===== config.mk =====
export PLATFORM = sky130hd
export DESIGN_NAME = vr_packet_arbiter_flat
export DESIGN_NICKNAME = d
export VERILOG_FILES = /design/src/rtl/vr_packet_arbiter_if.sv /design/src/rtl/vr_packet_arbiter.sv /design/src/flat_wrapper.sv
export SDC_FILE = /design/constraint.sdc
export NUM_CORES = 1
export LEC_CHECK = 0
export ABC_AREA = 1
export CAP_MARGIN = 25
export CORE_MARGIN = 2
export CORE_UTILIZATION = 34
export CTS_BUF_LIST = sky130_fd_sc_hd__clkbuf_8 sky130_fd_sc_hd__clkbuf_16
export CTS_CLUSTER_DIAMETER = 200
export DETAILED_ROUTE_END_ITERATION = 10
export GPL_ROUTABILITY_DRIVEN = 0
export GPL_TIMING_DRIVEN = 0
export PLACE_DENSITY = 0.95
export SETUP_SLACK_MARGIN = 0.05
export SLEW_MARGIN = 20
export SYNTH_ARGS = -nofsm -noshare
export SYNTH_HDL_FRONTEND = slang
export SYNTH_SLANG_ARGS = --single-unit

===== constraint.sdc =====
create_clock -name clk -period 3.2 [get_ports clk]
set_clock_uncertainty 0.05 [all_clocks]
set_input_delay 0.48 -clock clk [delete_from_list [all_inputs] [get_ports clk]]
set_output_delay 0.48 -clock clk [all_outputs]
set_load 0.02 [all_outputs]

===== src/rtl/vr_packet_arbiter_if.sv =====
`default_nettype none
// ============================================================================
// Module   : vr_packet_arbiter_if
// Purpose  : Bundles the NUM_IN valid-ready producer streams and the single
//            valid-ready consumer stream that vr_packet_arbiter sits between.
// Revision : 1.0 - initial release
// ----------------------------------------------------------------------------
// Signals:
//   in_data   [NUM_IN*DATA_W] packed producer data, stream i at [i*DATA_W +: DATA_W]
//   in_last   [NUM_IN]        last-beat flag per producer
//   in_valid  [NUM_IN]        valid per producer
//   in_ready  [NUM_IN]        ready per producer (driven by the arbiter)
//   out_data  [DATA_W]        granted stream's data
//   out_last                  last beat of the forwarded packet (natural or forced)
//   out_src   [IDX_W]         index of the granted producer
//   out_valid                 consumer-side valid
//   out_ready                 consumer-side ready
// Modports:
//   master : environment side (producers + consumer)
//   slave  : arbiter side
// ============================================================================
interface vr_packet_arbiter_if #(
  parameter int NUM_IN = 4,
  parameter int DATA_W = 32,
  parameter int IDX_W  = $clog2(NUM_IN)
);

  logic [NUM_IN*DATA_W-1:0] in_data;
  logic [NUM_IN-1:0]        in_last;
  logic [NUM_IN-1:0]        in_valid;
  logic [NUM_IN-1:0]        in_ready;
  logic [DATA_W-1:0]        out_data;
  logic                     out_last;
  logic [IDX_W-1:0]         out_src;
  logic                     out_valid;
  logic                     out_ready;

  modport master (
    output in_data,
    output in_last,
    output in_valid,
    input  in_ready,
    input  out_data,
    input  out_last,
    input  out_src,
    input  out_valid,
    output out_ready
  );

  modport slave (
    input  in_data,
    input  in_last,
    input  in_valid,
    output in_ready,
    output out_data,
    output out_last,
    output out_src,
    output out_valid,
    input  out_ready
  );

endinterface
`default_nettype wire


===== src/rtl/vr_packet_arbiter.sv =====
`default_nettype none
// ============================================================================
// Module   : vr_packet_arbiter
// Purpose  : Packet-granular round-robin arbiter. NUM_IN valid-ready producers
//            share one valid-ready consumer; a grant is held from the first to
//            the last beat of a packet so packets never interleave. A beat
//            watchdog force-terminates packets longer than MAX_BEATS and sets
//            a sticky overrun flag. The granted index travels with the data.
// Revision : 1.0 - initial release
// ----------------------------------------------------------------------------
// Ports:
//   clk       in   clock
//   nrst      in   asynchronous active-low reset
//   en        in   block enable; when low all state is frozen, handshakes off
//   sync_rst  in   synchronous reset, same effect as nrst
//   bus       --   vr_packet_arbiter_if.slave (producer and consumer streams)
//   overrun   out  sticky: at least one packet was force-terminated
// ============================================================================
module vr_packet_arbiter #(
  parameter int NUM_IN    = 4,
  parameter int DATA_W    = 32,
  parameter int MAX_BEATS = 256,
  parameter int IDX_W     = $clog2(NUM_IN),
  parameter int CNT_W     = $clog2(MAX_BEATS)
) (
  input  wire logic             clk,
  input  wire logic             nrst,
  input  wire logic             en,
  input  wire logic             sync_rst,
  vr_packet_arbiter_if.slave    bus,
  output logic                  overrun
);

  // --------------------------------------------------------------------------
  // Constants
  // --------------------------------------------------------------------------
  localparam logic [0:0]       c_st_idle  = 1'b0;
  localparam logic [0:0]       c_st_grant = 1'b1;
  localparam logic [CNT_W-1:0] c_bc_max   = CNT_W'(MAX_BEATS - 1);
  localparam logic [IDX_W-1:0] c_lp_init  = IDX_W'(NUM_IN - 1);

  // --------------------------------------------------------------------------
  // Registers and their next-state values
  // --------------------------------------------------------------------------
  logic [0:0]       r_state;
  logic [IDX_W-1:0] r_g;
  logic [IDX_W-1:0] r_lp;
  logic [CNT_W-1:0] r_bc;
  logic             r_overrun;

  logic [0:0]       w_state_nxt;
  logic [IDX_W-1:0] w_g_nxt;
  logic [IDX_W-1:0] w_lp_nxt;
  logic [CNT_W-1:0] w_bc_nxt;
  logic             w_overrun_nxt;

  // --------------------------------------------------------------------------
  // Round-robin pick: first requester found scanning lp+1, lp+2, ... modulo
  // NUM_IN. The scan runs from the farthest candidate to the nearest so the
  // nearest requester overwrites any earlier hit without needing a break.
  // --------------------------------------------------------------------------
  function automatic logic [IDX_W-1:0] rr_pick(
    input logic [IDX_W-1:0]  lp,
    input logic [NUM_IN-1:0] req
  );
    logic [IDX_W-1:0] pick;
    logic [IDX_W-1:0] cand_idx;
    int               cand;
    pick = '0;
    for (int k = NUM_IN; k >= 1; k--) begin
      cand = int'(lp) + k;
      if (cand >= NUM_IN) begin
        cand = cand - NUM_IN;
      end
      cand_idx = IDX_W'(cand);
      if (req[cand_idx]) begin
        pick = cand_idx;
      end
    end
    return pick;
  endfunction

  // --------------------------------------------------------------------------
  // Per-stream data view and shared combinational terms
  // --------------------------------------------------------------------------
  logic [DATA_W-1:0] w_data_arr [NUM_IN];

  genvar gi;
  generate
    for (gi = 0; gi < NUM_IN; gi++) begin : g_unpack
      assign w_data_arr[gi] = bus.in_data[gi*DATA_W +: DATA_W];
    end
  endgenerate

  logic             w_is_grant;
  logic             w_active;
  logic             w_sel_valid;
  logic             w_sel_last;
  logic             w_bc_at_max;
  logic             w_beat_last;
  logic             w_beat;
  logic [IDX_W-1:0] w_pick;

  assign w_is_grant  = (r_state == c_st_grant);
  assign w_active    = w_is_grant & en;
  assign w_sel_valid = bus.in_valid[r_g];
  assign w_sel_last  = bus.in_last[r_g];
  assign w_bc_at_max = (r_bc == c_bc_max);
  // Watchdog: the MAX_BEATS-th beat always closes the packet.
  assign w_beat_last = w_sel_last | w_bc_at_max;
  assign w_beat      = w_active & w_sel_valid & bus.out_ready;
  assign w_pick      = rr_pick(r_lp, bus.in_valid);

  // --------------------------------------------------------------------------
  // State register (FSM state plus its datapath registers)
  // --------------------------------------------------------------------------
  always_ff @(posedge clk or negedge nrst) begin
    if (!nrst) begin
      r_state   <= c_st_idle;
      r_g       <= '0;
      r_lp      <= c_lp_init;
      r_bc      <= '0;
      r_overrun <= 1'b0;
    end else if (sync_rst) begin
      r_state   <= c_st_idle;
      r_g       <= '0;
      r_lp      <= c_lp_init;
      r_bc      <= '0;
      r_overrun <= 1'b0;
    end else begin
      r_state   <= w_state_nxt;
      r_g       <= w_g_nxt;
      r_lp      <= w_lp_nxt;
      r_bc      <= w_bc_nxt;
      r_overrun <= w_overrun_nxt;
    end
  end

  // --------------------------------------------------------------------------
  // Next-state logic. With en low every default holds, which freezes the
  // arbiter mid-packet until en returns.
  // --------------------------------------------------------------------------
  always_comb begin
    w_state_nxt   = r_state;
    w_g_nxt       = r_g;
    w_lp_nxt      = r_lp;
    w_bc_nxt      = r_bc;
    w_overrun_nxt = r_overrun;
    if (en) begin
      case (r_state)
        c_st_idle: begin
          if (|bus.in_valid) begin
            w_g_nxt     = w_pick;
            w_bc_nxt    = '0;
            w_state_nxt = c_st_grant;
          end
        end
        c_st_grant: begin
          // A stalled producer (in_valid low) simply produces no beat; the
          // grant is only released by a last beat.
          if (w_beat) begin
            if (w_beat_last) begin
              w_lp_nxt    = r_g;
              w_bc_nxt    = '0;
              w_state_nxt = c_st_idle;
              if (w_bc_at_max && !w_sel_last) begin
                w_overrun_nxt = 1'b1;
              end
            end else begin
              w_bc_nxt = r_bc + CNT_W'(1);
            end
          end
        end
        default: begin
          w_state_nxt = c_st_idle;
        end
      endcase
    end
  end

  // --------------------------------------------------------------------------
  // Output logic
  // --------------------------------------------------------------------------
  always_comb begin
    bus.in_ready  = '0;
    bus.out_valid = w_active & w_sel_valid;
    bus.out_data  = w_data_arr[r_g];
    bus.out_last  = w_beat_last;
    bus.out_src   = r_g;
    if (w_active && bus.out_ready) begin
      bus.in_ready[r_g] = 1'b1;
    end
  end

  assign overrun = r_overrun;

endmodule
`default_nettype wire


===== src/flat_wrapper.sv =====
// flat-port wrapper written by rule: the top's interface ports become plain ports
module vr_packet_arbiter_flat 
#(
  parameter int NUM_IN    = 4,
  parameter int DATA_W    = 32,
  parameter int MAX_BEATS = 256,
  parameter int IDX_W     = $clog2(NUM_IN),
  parameter int CNT_W     = $clog2(MAX_BEATS)
)
  (clk, nrst, en, sync_rst, overrun, bus_in_data, bus_in_last, bus_in_valid, bus_in_ready, bus_out_data, bus_out_last, bus_out_src, bus_out_valid, bus_out_ready);
  vr_packet_arbiter_if #(.NUM_IN(NUM_IN), .DATA_W(DATA_W), .IDX_W(IDX_W)) bus_i ();
  input  wire logic clk;
  input  wire logic nrst;
  input  wire logic en;
  input  wire logic sync_rst;
  output logic overrun;
  input wire logic [$bits(bus_i.in_data)-1:0] bus_in_data;
  input wire logic [$bits(bus_i.in_last)-1:0] bus_in_last;
  input wire logic [$bits(bus_i.in_valid)-1:0] bus_in_valid;
  output wire logic [$bits(bus_i.in_ready)-1:0] bus_in_ready;
  output wire logic [$bits(bus_i.out_data)-1:0] bus_out_data;
  output wire logic [$bits(bus_i.out_last)-1:0] bus_out_last;
  output wire logic [$bits(bus_i.out_src)-1:0] bus_out_src;
  output wire logic [$bits(bus_i.out_valid)-1:0] bus_out_valid;
  input wire logic [$bits(bus_i.out_ready)-1:0] bus_out_ready;
  assign bus_i.in_data = bus_in_data;
  assign bus_i.in_last = bus_in_last;
  assign bus_i.in_valid = bus_in_valid;
  assign bus_in_ready = bus_i.in_ready;
  assign bus_out_data = bus_i.out_data;
  assign bus_out_last = bus_i.out_last;
  assign bus_out_src = bus_i.out_src;
  assign bus_out_valid = bus_i.out_valid;
  assign bus_i.out_ready = bus_out_ready;
  vr_packet_arbiter #(.NUM_IN(NUM_IN), .DATA_W(DATA_W), .MAX_BEATS(MAX_BEATS), .IDX_W(IDX_W), .CNT_W(CNT_W)) u_core (.clk(clk), .nrst(nrst), .en(en), .sync_rst(sync_rst), .bus(bus_i), .overrun(overrun));
endmodule

; After elaboration in Yosys (flattened, before gate mapping)
; Index checks and enable logic that the tools add are counted.
[word_totals]
ff_bits = 14
output_inout_bits = 41
word_cells = 103
[classes]
addsub = 9
n_lt_le_gt_ge = 11
n_eq_ne = 4
n_mux = 53
bitwise_logic = 6
reduce_logical = 15
[op_table]
columns = op, n
row1 = $bmux W32 S2, 1
row2 = $mux W32, 2
row3 = $mux W8, 5
row4 = $mux W2, 17
row5 = $mux W1, 18
row6 = $pmux W8 S2, 1
row7 = $lt A2 B3 Y1 const B, 5
row8 = $bmux W1 S2, 6
row9 = $ge A3 B3 Y1 const B, 4
row10 = $reduce_bool A2 Y1, 6
row11 = $add A8 B1 Y8 const B, 1
row12 = $eq A8 B8 Y1 const B, 1
row13 = $sub A2 B1 Y2 const B, 4
row14 = $add A2 B2 Y3 const B, 2
row15 = $reduce_and A3 Y1, 2
row16 = $reduce_and A5 Y1, 1
row17 = $add A2 B3 Y4 const B, 1
row18 = $ge A4 B3 Y1 const B, 1
row19 = $mux W4, 1
row20 = $reduce_and A4 Y1, 1
row21 = $reduce_or A4 Y1, 1
row22 = $add A2 B1 Y3 const B, 1
row23 = $and A1 B1 Y1, 3
row24 = $logic_and A1 B1 Y1, 3
row25 = 10 further kinds, 10

; Logic depth before layout (Yosys ltp)
[depth]
ltp_word = 13
ltp_mapped = 12
mapped_depth_nobuf = 11

; Worst setup path after synthesis
; OpenSTA, ideal clock, no wires.
[synth_path]
kind = reg-to-output
startpoint = reg u_core.r_g[1] (netlist: u_core.bus.out_src[1])
endpoint = out bus_in_ready[0]
arrival_ns = 1.399
setup_slack_ns = 1.271
stages_incl_launch_ff = 4
n_path_buf = 2
cell_sequence = dfrtp_1 -> buf_2 -> buf_1 -> nor3_1
[synth_between]
elab_chain_cells = 5
word_cells_on_any_way = 6
[synth_rtl]
columns = item, line
row1 = from (decl), vr_packet_arbiter.sv:46  ; logic [IDX_W-1:0] r_g;
row2 = from (signal assigned), vr_packet_arbiter.sv:132  ; r_g <= w_g_nxt;
row3 = $lt A2 B3 Y1 (implied by the code) / $ge A2 B1 Y1 (equally long branches), vr_packet_arbiter.sv:191  ; bus.in_ready[r_g] = 1'b1;
row4 = $logic_and A1 B1 Y1 (implied by the code), vr_packet_arbiter.sv:191
row5 = $mux W1 (implied by the code), vr_packet_arbiter.sv:191
row6 = $demux W1 S2 *, n/a
row7 = $mux W4 *, vr_packet_arbiter.sv:190  ; if (w_active && bus.out_ready) begin
row8 = to (decl), flat_wrapper.sv:20  ; output wire logic [$bits(bus_i.in_ready)-1:0] bus_in_ready;
; Mark *: on every way between the ends. The rest lies on a longest branch, timed or not.

; Final worst setup path
[layout_path]
startpoint = reg u_core.r_g[1] (netlist: u_core.bus.out_src[1])
endpoint = out bus_out_data[16]
[layout_between]
elab_chain_cells = 4
[layout_rtl]
columns = item, line
row1 = $not A2 Y3 (implied by the code), vr_packet_arbiter.sv:187  ; bus.out_data = w_data_arr[r_g];
row2 = $bmux W32 S2, vr_packet_arbiter.sv:187
row3 = $mux W32 (implied by the code) (2 in a row), vr_packet_arbiter.sv:187
row4 = to (decl), flat_wrapper.sv:21  ; output wire logic [$bits(bus_i.out_data)-1:0] bus_out_data;
; Every way passes these cells. The select of a mux whose other input is x is not followed.

==> reports/metrics.csv <==
stage,metric,value,unit
timing,setup_viol,0,
cells_and_area,finish.utilization,70.7,%
setup_path,startpoint,u_core.bus.out_src[1],
detailed_routing,vias,3294,
timing,timing.fmax,0.332,GHz
floorplanning,die-height,79.5,µm
detailed_routing,vias_per_cell,5.43,
clock_tree,clock_sinks,14,
setup_path,required,2.67,ns
global_route,grt_pass1_wl,14.3,mm
detailed_routing,first_iter_violations,206,
outcome,run_status,completed,
detailed_routing,drt_first_pass_iters,6,
setup_path,worstPathArrival,2.48,ns
power,p_leak,1.69,nW
timing,period_share,94.0,%
placed_design,io_buffers,181,
setup_path,crit_top_cell,nand3_1,
detailed_routing,postRouteAntennaNets,0,
global_route,grt_pass1_vias,2996,
timing,tightestPinTransition,0.676,ns
setup_path,r2r-start,u_core.r_bc[0],
clock_tree,clk_pin_slew_worst_paths,0.06,ns
detailed_routing,wl_per_cell,15.9,µm
timing,drv_slew,0,
logic_synthesis,ys_warn_count,0,
global_route,grt_max_degree,15,
setup_path,crit_type,register to primary output,
clock_tree,ctsHoldBuffers,0,
cells_and_area,nets,678,
clock_tree,tritoncts,done,
setup_path,startpoint_type,register,
run,drv_cap,0,
floorplanning,core_area,0.00551,mm²
logic_synthesis,postSynthCellCount,350,
floorplanning,ios,182,
setup_path,end_kind,primary output,
placed_design,dp_worst_setup_slack,0.429,ns
logic_synthesis,ys_types,24,
cells_and_area,syn_to_final_growth,101,%
min_path,min_path_type,register to register,
logic_synthesis,syn_avg_cell_area,5.53,µm²
clock_tree,cts_buffers,3,
detailed_routing,drc,0,
setup_path,crit_family,buffers and inverters,
clock_tree,cts_htree_levels,1,
clock_tree,postCtsSetupRepairBufs,0,
floorplanning,rows,27,
cells_and_area,layout-drive-gt1-share,4.11,%
timing,fin_crit,3.01,ns
setup_path,cp_slowest_cell,clkdlybuf4s50_1,
global_route,grt-ovfl-total,0,
min_path,hold_path.startpoint,u_core.overrun,
setup_path,ff2ff_setup_slack,1.51,ns
timing,whs,0.456,ns
floorplanning,fp.dieW,79.5,µm
global_route,track_usage,28.4,%
cells_and_area,antenna_cells,0,
timing,fin_ws,0.191,ns
setup_path,cpPeakStageDelay,0.64,ns
power,power_density,296,mW/mm²
detailed_routing,wl,9.64,mm
floorplanning,start_util,35.2,%
clock_tree,cts_root_buf,clkbuf_8,
floorplanning,die_area,0.00631,mm²
logic_synthesis,syn_nets,492,
clock_tree,clk-insertion-delay-late,0.25,ns
setup_path,worst-path-max-fanout,10,
timing,tns,0,ns
timing,slew_headroom,54.8,%
logic_synthesis,synth_area,0.00194,mm²
global_route,antenna_found_initial,0,
setup_path,crit_buf_inv,3,
timing,rsz0062_at_grt,false,
clock_tree,cts_buffer_depth,2,
logic_synthesis,yosysSeqAreaShare,18.2,%
timing,hold_viol,0,
power,ir_drop,0.000145,V
placed_design,post-dp-hpwl,7.89,mm
setup_path,path_cells,buf_2 -> buf_1 -> nand3_1 -> nand3_1 -> clkdlybuf4s50_1,
logic_synthesis,synth-seq-cells,14,
stage by stage:
stage	total power [mW]	area (µm²)	instances
final	1.15	3890	607
after global routing	1.22	3890	607
after CTS	1.15	3890	607
after detailed placement	0.967	3840	603
after global placement	0.954	3840	603
after floorplan	0.553	1940	350
worst min-delay path: cells and delay by family, from the launching register on:
| family | cells | cell delay, ns |
|---|---|---|
| DFF | 1 | 0.35 |
| AOI/OAI and AO/OA | 1 | 0.04 |
| and+or+nand+nor | 1 | 0.08 |
registers in the layout, summed over array words and instances, names as in the netlist:
signal              count
u_core.r_lp             2
u_core.r_bc             8
u_core.overrun          1
u_core.r_state          1
u_core.bus.out_src      2
timing repair:
item | CTS | global route
hold endpoints to repair | 0 | 0
resized for setup | 0 | 1
endpoints found under the setup margin | 0 | 15
worst paths after layout:
path	to	cells past startpoint
min in group asynchronous	u_core.r_bc[0]	1
worst max-delay path	bus_out_data[16]	5
worst min-delay path	u_core.overrun	2
max in group asynchronous	u_core.overrun	1
worst min register to register	u_core.overrun	2
worst max register to register	u_core.r_bc[4]	8
synthesized netlist by cell type:
master | count | area, µm²
nand3_2 | 1 | 10.0
nand4_1 | 4 | 25.0
dfstp_2 | 2 | 52.6
buf_2 | 9 | 45.0
buf_6 | 1 | 11.3
a22oi_1 | 31 | 233
a31oi_1 | 1 | 6.26
inv_2 | 2 | 7.51
ha_1 | 1 | 12.5
o21ai_1 | 3 | 15.0
nor3_1 | 6 | 30.0
inv_1 | 27 | 101
nor2_1 | 17 | 63.8
o21ai_0 | 5 | 25.0
a21oi_2 | 1 | 8.76
a21oi_1 | 3 | 15.0
buf_1 | 1 | 3.75
nand2_1 | 120 | 450
clkbuf_1 | 8 | 30.0
dfrtp_1 | 12 | 300
nand3_1 | 90 | 450
o21bai_1 | 2 | 15.0
xor2_1 | 2 | 17.5
nand2_2 | 1 | 6.26
per-layer routing:
layer  up-vias  GRT usage (%)  wire (µm)
met2       200           50.4       4840
li1       1565              -          -
met5         -              0          0
met3        20           6.45       1010
met1      1509           34.4       3620
met4         0           7.24        176
cell type report:
cell class                      instances  area [µm²]
Buffer                                 19        90.1
Clock buffer                            4        55.1
Fill cell                             466        1610
Inverter                               29         109
Multi-Input combinational cell        288        1390
Sequential cell                        14         353
Tap cell                               72        90.1
Timing Repair Buffer                  181        1810
cells in the final DEF, fill, tap and decap left out, types with 2 or more instances in the layout:
| cell | count |
|---|---|
| nand4_1 | 4 |
| inv_1 | 27 |
| o21bai_1 | 2 |
| inv_2 | 2 |
| buf_2 | 9 |
| nand2_1 | 120 |
| a21oi_1 | 3 |
| nor3_1 | 6 |
| o21ai_0 | 5 |
| clkdlybuf4s50_1 | 181 |
| dfrtp_1 | 12 |
| nand3_1 | 90 |
| nor2_1 | 16 |
| a22oi_1 | 31 |
| clkbuf_1 | 8 |
| xor2_1 | 2 |
| o21ai_1 | 3 |
| dfstp_2 | 2 |
| clkbuf_8 | 4 |
power by group:
group | switching, mW | leakage, nW | internal, mW
clock network | 0.0686 | 0.0288 | 0.109
registers | 0.0185 | 0.185 | 0.188
logic | 0.384 | 1.47 | 0.386
total | 0.471 | 1.69 | 0.684
logic make-up after synthesis:
kind of cell               count (synthesis)  synth area share (%)
AOI/OAI and AO/OA                         46                  16.4
and+or+nand+nor                          239                  53.5
xor gates and xnor gates                   2                 0.905
adders and majority gates                  1                 0.646
DFF                                       14                  18.2
buffers and inverters                     48                  10.3
Power figures use the tool's default switching activity.
